**config.mk**
```make
export PLATFORM = sky130hd
export DESIGN_NAME = score_digit_bitmap_flat
export DESIGN_NICKNAME = d
export VERILOG_FILES = /design/src/rtl/score_digit_bitmap_if.sv /design/src/rtl/score_digit_bitmap.sv /design/src/flat_wrapper.sv
export SDC_FILE = /design/constraint.sdc
export NUM_CORES = 1
export LEC_CHECK = 0
export ABC_AREA = 1
export BUFFER_PORTS_ARGS = -buffer_cell sky130_fd_sc_hd__buf_2
export CAP_MARGIN = 5
export CELL_PAD_IN_SITES_DETAIL_PLACEMENT = 1
export CELL_PAD_IN_SITES_GLOBAL_PLACEMENT = 1
export CORE_ASPECT_RATIO = 0.75
export CORE_MARGIN = 2
export CORE_UTILIZATION = 30
export DETAILED_ROUTE_END_ITERATION = 16
export HOLD_SLACK_MARGIN = 0.12
export PLACE_DENSITY = 0.63
export SETUP_SLACK_MARGIN = 0.3
export SLEW_MARGIN = 0
export SYNTH_ARGS = -nofsm -noshare
export SYNTH_HDL_FRONTEND = slang
export SYNTH_SLANG_ARGS = --single-unit
export TNS_END_PERCENT = 20
```
**constraint.sdc**
```tcl
create_clock -name clk_i -period 2.4 [get_ports clk_i]
set_clock_uncertainty 0.15 [all_clocks]
set_input_delay 0.12 -clock clk_i [delete_from_list [all_inputs] [get_ports clk_i]]
set_output_delay 0.12 -clock clk_i [all_outputs]
set_load 0.05 [all_outputs]
```
**src/rtl/score_digit_bitmap_if.sv**
```systemverilog
// score_digit_bitmap_if: bracket-to-digit pixel bus (offsets, request, digit, frame pulse) and the drawing outputs.
interface score_digit_bitmap_if;
    logic [10:0] offsetX;
    logic [10:0] offsetY;
    logic        InsideRectangle;
    logic [3:0]  digit;
    logic        startOfFrame;
    logic        drawingRequest;
    logic [7:0]  RGBout;

    modport master (
        output offsetX, offsetY, InsideRectangle, digit, startOfFrame,
        input  drawingRequest, RGBout
    );

    modport slave (
        input  offsetX, offsetY, InsideRectangle, digit, startOfFrame,
        output drawingRequest, RGBout
    );
endinterface

```
**src/rtl/score_digit_bitmap.sv**
```systemverilog
// score_digit_bitmap: draws an 8x16 font digit scaled x2 in a 16x32 bracket, blinking for a while after each change.
module score_digit_bitmap #(
    parameter logic [7:0]  DIGIT_COLOR  = 8'h5b,
    parameter int unsigned BLINK_FRAMES = 60,
    parameter int unsigned BLINK_PERIOD = 8
) (
    input logic                 clk_i,
    input logic                 resetN_i,
    score_digit_bitmap_if.slave bus
);
    localparam logic [7:0] TRANSPARENT_ENCODING = 8'hFF;
    localparam logic [7:0] FRAMES = 8'(BLINK_FRAMES);
    localparam logic [7:0] PERIOD = 8'(BLINK_PERIOD);
    // Row 0 is the top byte, MSB is the leftmost column; codes 10..15 are blank.
    localparam logic [127:0] FONT [16] = '{
        128'h00003C66_66666666_66666666_3C000000,
        128'h00001838_78181818_18181818_7E000000,
        128'h00003C66_06060C18_30606066_7E000000,
        128'h00003C66_06061C06_06060666_3C000000,
        128'h00000C1C_3C6CCCCC_FE0C0C0C_1E000000,
        128'h00007E60_60607C06_06060666_3C000000,
        128'h00001C30_60607C66_66666666_3C000000,
        128'h00007E66_06060C18_18181818_18000000,
        128'h00003C66_66663C66_66666666_3C000000,
        128'h00003C66_6666663E_0606060C_38000000,
        128'h0, 128'h0, 128'h0, 128'h0, 128'h0, 128'h0
    };

    typedef enum logic {IDLE, BLINK} state_t;

    state_t      state_q, state_d;
    logic        visible_q, visible_d;
    logic [7:0]  frame_q, frame_d;
    logic [7:0]  phase_q, phase_d;
    logic [3:0]  prev_q;
    logic        draw_q, draw_d;
    logic [7:0]  rgb_q;
    logic [127:0] glyph;
    logic        font_bit;
    logic        in_range;
    logic        change;
    logic [7:0]  frame_dec;
    logic [7:0]  phase_dec;

    // Bit index 127-(8*row+col) is simply the inverted {row,col}.
    always_comb begin
        glyph    = FONT[bus.digit];
        font_bit = glyph[~{bus.offsetY[4:1], bus.offsetX[3:1]}];
        in_range = bus.offsetX < 11'd16 && bus.offsetY < 11'd32;
        draw_d   = bus.InsideRectangle && bus.digit <= 4'd9 && in_range && font_bit && visible_q;
    end

    always_comb begin
        change    = bus.digit != prev_q;
        frame_dec = frame_q - 8'd1;
        phase_dec = phase_q - 8'd1;
        state_d   = state_q;
        visible_d = visible_q;
        frame_d   = frame_q;
        phase_d   = phase_q;
        if (change) begin
            state_d   = BLINK;
            frame_d   = FRAMES;
            phase_d   = PERIOD;
            visible_d = 1'b0;
        end else if (state_q == IDLE) begin
            visible_d = 1'b1;
        end else if (bus.startOfFrame) begin
            frame_d   = frame_dec;
            phase_d   = phase_dec == 8'd0 ? PERIOD : phase_dec;
            visible_d = phase_dec == 8'd0 ? ~visible_q : visible_q;
            if (frame_dec == 8'd0) begin
                state_d   = IDLE;
                visible_d = 1'b1;
            end
        end
    end

    always_ff @(posedge clk_i) begin
        if (!resetN_i) begin
            state_q   <= IDLE;
            visible_q <= 1'b1;
            frame_q   <= 8'd0;
            phase_q   <= 8'd0;
            prev_q    <= 4'd0;
            draw_q    <= 1'b0;
            rgb_q     <= TRANSPARENT_ENCODING;
        end else begin
            state_q   <= state_d;
            visible_q <= visible_d;
            frame_q   <= frame_d;
            phase_q   <= phase_d;
            prev_q    <= bus.digit;
            draw_q    <= draw_d;
            rgb_q     <= draw_d ? DIGIT_COLOR : TRANSPARENT_ENCODING;
        end
    end

    assign bus.drawingRequest = draw_q;
    assign bus.RGBout         = rgb_q;
endmodule

```
**src/flat_wrapper.sv**
```systemverilog
// flat-port wrapper written by rule: the top's interface ports become plain ports
module score_digit_bitmap_flat 
#(
    parameter logic [7:0]  DIGIT_COLOR  = 8'h5b,
    parameter int unsigned BLINK_FRAMES = 60,
    parameter int unsigned BLINK_PERIOD = 8
)
  (clk_i, resetN_i, bus_offsetX, bus_offsetY, bus_InsideRectangle, bus_digit, bus_startOfFrame, bus_drawingRequest, bus_RGBout);
  score_digit_bitmap_if bus_i ();
  input logic clk_i;
  input logic resetN_i;
  input wire logic [$bits(bus_i.offsetX)-1:0] bus_offsetX;
  input wire logic [$bits(bus_i.offsetY)-1:0] bus_offsetY;
  input wire logic [$bits(bus_i.InsideRectangle)-1:0] bus_InsideRectangle;
  input wire logic [$bits(bus_i.digit)-1:0] bus_digit;
  input wire logic [$bits(bus_i.startOfFrame)-1:0] bus_startOfFrame;
  output wire logic [$bits(bus_i.drawingRequest)-1:0] bus_drawingRequest;
  output wire logic [$bits(bus_i.RGBout)-1:0] bus_RGBout;
  assign bus_i.offsetX = bus_offsetX;
  assign bus_i.offsetY = bus_offsetY;
  assign bus_i.InsideRectangle = bus_InsideRectangle;
  assign bus_i.digit = bus_digit;
  assign bus_i.startOfFrame = bus_startOfFrame;
  assign bus_drawingRequest = bus_i.drawingRequest;
  assign bus_RGBout = bus_i.RGBout;
  score_digit_bitmap #(.DIGIT_COLOR(DIGIT_COLOR), .BLINK_FRAMES(BLINK_FRAMES), .BLINK_PERIOD(BLINK_PERIOD)) u_core (.clk_i(clk_i), .resetN_i(resetN_i), .bus(bus_i));
endmodule
```
# Word level (Yosys, flattened, before mapping)
# Memory sizes are Yosys's and may differ from the RTL's.
# Cells that the tools add are included.
# Widths: inputs -> output; s select.
# totals
regBits,31
romBits,2048
wordCells,58
n_memories,1
# classes
eq_ne,3
magnitude_cmp,5
n_reduce_logical,13
n_bitwise,4
n_mux,21
addsub,2
# memory_table
name,depth,width,read_ports,rd_clocked_by_memory_dff,write_ports,line_no,rtl
(name not given),16,128,1,0,0,score_digit_bitmap.sv:47,glyph = FONT[bus.digit];
# ops
cell,n
$mux 128,2
$mux 6,3
$logic_not 8->1,2
$mux 8,2
$sub 8x1->8 const B,2
$mux 4,3
$lt 11x5->1 const B,1
$lt 11x6->1 const B,1
$mux 1,10
$lt 7x8->1 const B,1
$bmux 1 s7,1
$not 7->7,1
$reduce_and 2->1,3
$ge 5x5->1 const B,1
$logic_and 1x1->1,5
$not 4->5,1
$le 4x4->1 const B,1
$ne 4x4->1,1
$ne 4x4->1 const B,1
$reduce_bool 2->1,2
$ne 3x3->1 const B,1
$not 1->1,2
$reduce_or 2->1,1

# Depth between registers and ports, before layout
# logic_depth
ltp_word,9
depth_mapped,18
ltp_nobuf,18

# Worst setup path after synthesis
# Ideal clock, no wire load.
# synth_timing
path_type,register to register
from,register u_core.phase_q[0]
to,register u_core.visible_q
stages_incl_launch_ff,11
setup_slack_ns,0.725
arrival_ns,1.396
period_less_slack_ns,1.675
setup_ns,0.129
required_time_ns,2.121
path_cell_list,dfxtp_1 > inv_1 > ha_1 > nand2_1 > nor3_1 > xor2_1 > nor2_1 > nand2_1 > nand3b_1 > nand3_1 > nand3_1
# synth_via
elab_chain_cells,4
# synth_lines
element,line_no,rtl
start: declaration,score_digit_bitmap.sv:34,"logic [7:0] phase_q, phase_d;"
start signal: assignment,score_digit_bitmap.sv:92,phase_q <= phase_d;
$sub 8x1->8,score_digit_bitmap.sv:56,phase_dec = phase_q - 8'd1;
$logic_not 8->1,score_digit_bitmap.sv:71,visible_d = phase_dec == 8'd0 ? ~visible_q : visible_q;
$ne 4x4->1 (no source line),n/a,
$reduce_and 2->1 (no source line),n/a,
end signal: assignment,score_digit_bitmap.sv:90,visible_q <= visible_d;
end: declaration,score_digit_bitmap.sv:32,"logic visible_q, visible_d;"
# No other way between the ends.
# A chain may end at the register's enable or synchronous reset.

# Worst setup path in the final report
# layout_timing
from,input bus_offsetX[7]
to,register u_core.draw_q (netlist: u_core.bus.drawingRequest)
# layout_via
elab_chain_cells,5
# layout_lines
element,line_no,rtl
start: declaration,flat_wrapper.sv:12,input wire logic [$bits(bus_i.offsetX)-1:0] bus_offsetX;
$lt 11x5->1,score_digit_bitmap.sv:49,in_range = bus.offsetX < 11'd16 && bus.offsetY < 11'd32;
$logic_and 1x1->1,score_digit_bitmap.sv:49,
$logic_and 1x1->1 (3 in a row),score_digit_bitmap.sv:50,draw_d = bus.InsideRectangle && bus.digit <= 4'd9 && in_range && font_bit && visible_q;
end signal: assignment,score_digit_bitmap.sv:94,draw_q <= draw_d;
end: declaration,score_digit_bitmap.sv:36,"logic draw_q, draw_d;"
# No other way between the ends.

==> summary.json <==
{
  "critical_path.startpoint_type": {"value": "input pin"},
  "critical-path-max-stage-delay": {"value": 0.57, "unit": "ns"},
  "drt-total-wl": {"value": 7290, "unit": "um"},
  "ys_seq_elements": {"value": 24},
  "cp_data_arrival_time": {"value": 1.98, "unit": "ns"},
  "most_used_flip_flop_cell_after_synthesis": {"value": "dfxtp_1"},
  "first_global_vias": {"value": 2634},
  "detail_route.vias_per_cell": {"value": 4.93},
  "die_height": {"value": 79.4, "unit": "um"},
  "min_path_type": {"value": "in2reg"},
  "hold_ws": {"value": 0.136, "unit": "ns"},
  "clkSlewWorstSetupHoldPaths": {"value": 0.08, "unit": "ns"},
  "number_of_synthesized_flops_with_an_enable_pin": {"value": 0},
  "antenna_cells": {"value": 0},
  "pin_count": {"value": 39},
  "reg2reg_depth": {"value": 10},
  "port_buffer_cells": {"value": 31},
  "detailroute.via_count": {"value": 2595},
  "maximum_number_of_pins_on_one_net_before_global_route_repair": {"value": 16},
  "critical-path-slowest-cell": {"value": "dlygate4sd3_1"},
  "design_area": {"value": 2710, "unit": "um2"},
  "dieWidth": {"value": 105, "unit": "um"},
  "synth_area_per_cell": {"value": 5.94, "unit": "um2"},
  "die_area": {"value": 8310, "unit": "um2"},
  "final_weighted_congestion_in_routability_driven_placement": {"value": 0.907},
  "vdd_drop_max": {"value": 0.000191, "unit": "V"},
  "dpl_worst_slack": {"value": 0.290, "unit": "ns"},
  "async_flop_share": {"value": 0, "unit": "%"},
  "synth.yosys.warnings": {"value": 0},
  "p_leak": {"value": 1.36, "unit": "nW"},
  "endpoint_kind": {"value": "register"},
  "dp_hpwl": {"value": 5780, "unit": "um"},
  "setup_bufs_post_cts": {"value": 0},
  "power_density": {"value": 374, "unit": "nW/um2"},
  "worst_path_most_repeated_cell": {"value": "dlygate4sd3_1"},
  "post_route_clock_period_utilization": {"value": 80.0, "unit": "%"},
  "yosys.cell_types.count": {"value": 36},
  "layout_setup_ws": {"value": 0.481, "unit": "ns"},
  "synth-seq-area-share": {"value": 21.1, "unit": "%"},
  "starting_utilization_of_the_core_area": {"value": 31.0, "unit": "%"},
  "htree_levels": {"value": 1},
  "dr.first_iter.drc_count": {"value": 158},
  "grt_overflow_total": {"value": 0},
  "finish.utilization": {"value": 37.0, "unit": "%"},
  "report.final.setup_viol": {"value": 0},
  "r2r-start": {"value": "u_core.phase_q[0]"},
  "flow.area_growth_from_synthesis": {"value": 19.0, "unit": "%"},
  "timing_worst_setup_path_type": {"value": "in2reg"},
  "grtUsageTotal": {"value": 18.4, "unit": "%"},
  "holdCritStartpoint": {"value": "bus_digit[3]"},
  "clk-insertion-delay-late": {"value": 0.27, "unit": "ns"},
  "grt_pass1_wl": {"value": 12600, "unit": "um"},
  "timing.final.max_slew_violations": {"value": 0},
  "placedInstanceArea": {"value": 2500, "unit": "um2"},
  "rows": {"value": 27},
  "max_cap_viol_count": {"value": 0},
  "critical_path_required": {"value": 2.46, "unit": "ns"},
  "fmax": {"value": 0.521, "unit": "GHz"},
  "hold_end": {"value": "u_core.prev_q[3]"},
  "design.core.area": {"value": 7330, "unit": "um2"},
  "drt_drc_violations_left": {"value": 0},
  "tns": {"value": 0, "unit": "ns"},
  "cts_sinks": {"value": 24},
  "timing.rr.end": {"value": "u_core.visible_q"},
  "cts_made_buffers": {"value": 3},
  "outcome": {"value": "complete, no violations"},
  "detailed_routing_iterations_pass_1": {"value": 4},
  "post_synth_inst_count": {"value": 383},
  "timing.reg2reg.setup_slack": {"value": 0.51, "unit": "ns"},
  "fin_total_pwr": {"value": 1.01, "unit": "mW"},
  "tritoncts_clock_tree": {"value": "yes"},
  "post-place-cells": {"value": 509},
  "critical_path.max_fanout": {"value": 2},
  "min_path_cells": {"value": 4},
  "drt-wirelength-per-cell": {"value": 13.9, "unit": "um"},
  "cts-root-buf": {"value": "clkbuf_8"},
  "final-hold-violation-count": {"value": 0},
  "finalWorstPathRequiredPeriod": {"value": 1.92, "unit": "ns"},
  "post_route_cells_drive_above_1_share": {"value": 13.9, "unit": "%"},
  "finalNonFillerCells": {"value": 526},
  "grt_antenna_before_repair": {"value": 0},
  "finish.net_count": {"value": 467},
  "worstPathCellList": {"value": "dlygate4sd3_1, buf_2, nor4_1, dlygate4sd3_1, nand4_1, a21oi_1, nand2_1, nor2_1"},
  "clockBufferDepth": {"value": 2},
  "syn-cell-area": {"value": 2280, "unit": "um2"},
  "ant_nets": {"value": 0},
  "rsz0062_at_grt": {"value": "yes"}
}
sequential cells by signal, indices dropped and copies added (netlist names):
name and cells:
u_core.prev_q 4, u_core.phase_q 8, u_core.visible_q 1, u_core.bus.RGBout 1, u_core.bus.drawingRequest 1, u_core.frame_q 8, u_core.state_q 1
worst max path at each step:
stage	from	end	slack, ns
floorplan	u_core.phase_q[0]	u_core.visible_q	0.73
global placement	bus_digit[1]	u_core.bus.RGBout[5]	0.29
detailed placement	bus_digit[1]	u_core.bus.RGBout[5]	0.29
CTS	u_core.frame_q[0]	u_core.visible_q	0.45
global route	u_core.frame_q[0]	u_core.visible_q	0.29
finish	bus_offsetX[7]	u_core.bus.drawingRequest	0.48
cells in the final DEF (no fill, tap or decap), drive strengths merged, types with 2 or more instances in the layout:
| cell type | Yosys | final |
|---|---|---|
| clkbuf | 3 | 3 |
| nor4 | 3 | 3 |
| nand2 | 111 | 111 |
| nand3 | 42 | 42 |
| conb | 1 | 5 |
| o21ai | 22 | 22 |
| a211oi | 3 | 3 |
| nand4 | 8 | 8 |
| ha | 10 | 10 |
| nor2 | 37 | 37 |
| xnor2 | 2 | 2 |
| xor2 | 12 | 12 |
| a21oi | 22 | 22 |
| dlygate4sd3 | 0 | 14 |
| a21boi | 2 | 2 |
| buf | 14 | 38 |
| inv | 50 | 50 |
| dfxtp | 24 | 24 |
| nor3 | 6 | 6 |
worst max-delay path: cells and delay by family:
kind | cells | cell delay (ns)
and+or+nand+nor | 4 | 0.45
AOI/OAI and AO/OA | 1 | 0.18
buffers and inverters | 3 | 1.23
final cells by class:
type / instances / area, um2
Tap cell: 101 / 126
Fill cell: 999 / 4620
Inverter: 50 / 188
Multi-Input combinational cell: 296 / 1520
Sequential cell: 24 / 482
Timing Repair Buffer: 52 / 348
Clock buffer: 3 / 41.3
timing repair:
item,in CTS,in global routing
hold buffers,14,0
endpoints found under the hold margin,10,0
setup endpoints to repair,0,3
resized for setup,0,5
cell usage after synthesis, types with 2 or more instances:
cell type / n / area (um2)
nor4_1: 3 / 18.8
o21ai_0: 22 / 110
buf_4: 8 / 60.1
inv_1: 47 / 176
inv_2: 3 / 11.3
nand3_2: 3 / 30.0
clkbuf_1: 3 / 11.3
buf_6: 3 / 33.8
a211oi_1: 3 / 22.5
nor3_1: 6 / 30.0
xnor2_1: 2 / 17.5
buf_2: 3 / 15.0
nand2_2: 3 / 18.8
nand3_1: 39 / 195
nor2_2: 3 / 18.8
xor2_1: 12 / 105
nand4_1: 8 / 50.1
nor2_1: 34 / 128
nand2_1: 108 / 405
ha_1: 10 / 125
dfxtp_1: 24 / 480
a21oi_1: 22 / 110
report_power, final:
group / internal [mW] / switching, mW / total, mW
sequential: 0.411 / 0.00993 / 0.421
combinational: 0.120 / 0.228 / 0.348
clock: 0.113 / 0.130 / 0.243
cells by family (layout without fill, tap and decap cells):
group,count (synthesis),after routing,synth area share (%)
adders and majority gates,10,10,5.50
buffers and inverters,67,105,13.5
DFF,24,24,21.1
xor gates and xnor gates,14,14,5.39
AOI/OAI and AO/OA,57,57,14.1
and+or+nand+nor,210,210,40.2
other,1,5,0.165
routing by layer:
metal / GRT usage [%] / vias to the layer above / routed length, um
li1: - / 1309 / -
met2: 29.9 / 72 / 3070
met4: 2.40 / 0 / 55
met1: 26.7 / 1206 / 3760
met5: 0 / - / 0
met3: 2.37 / 8 / 404
(Power assumes the default switching activity.)
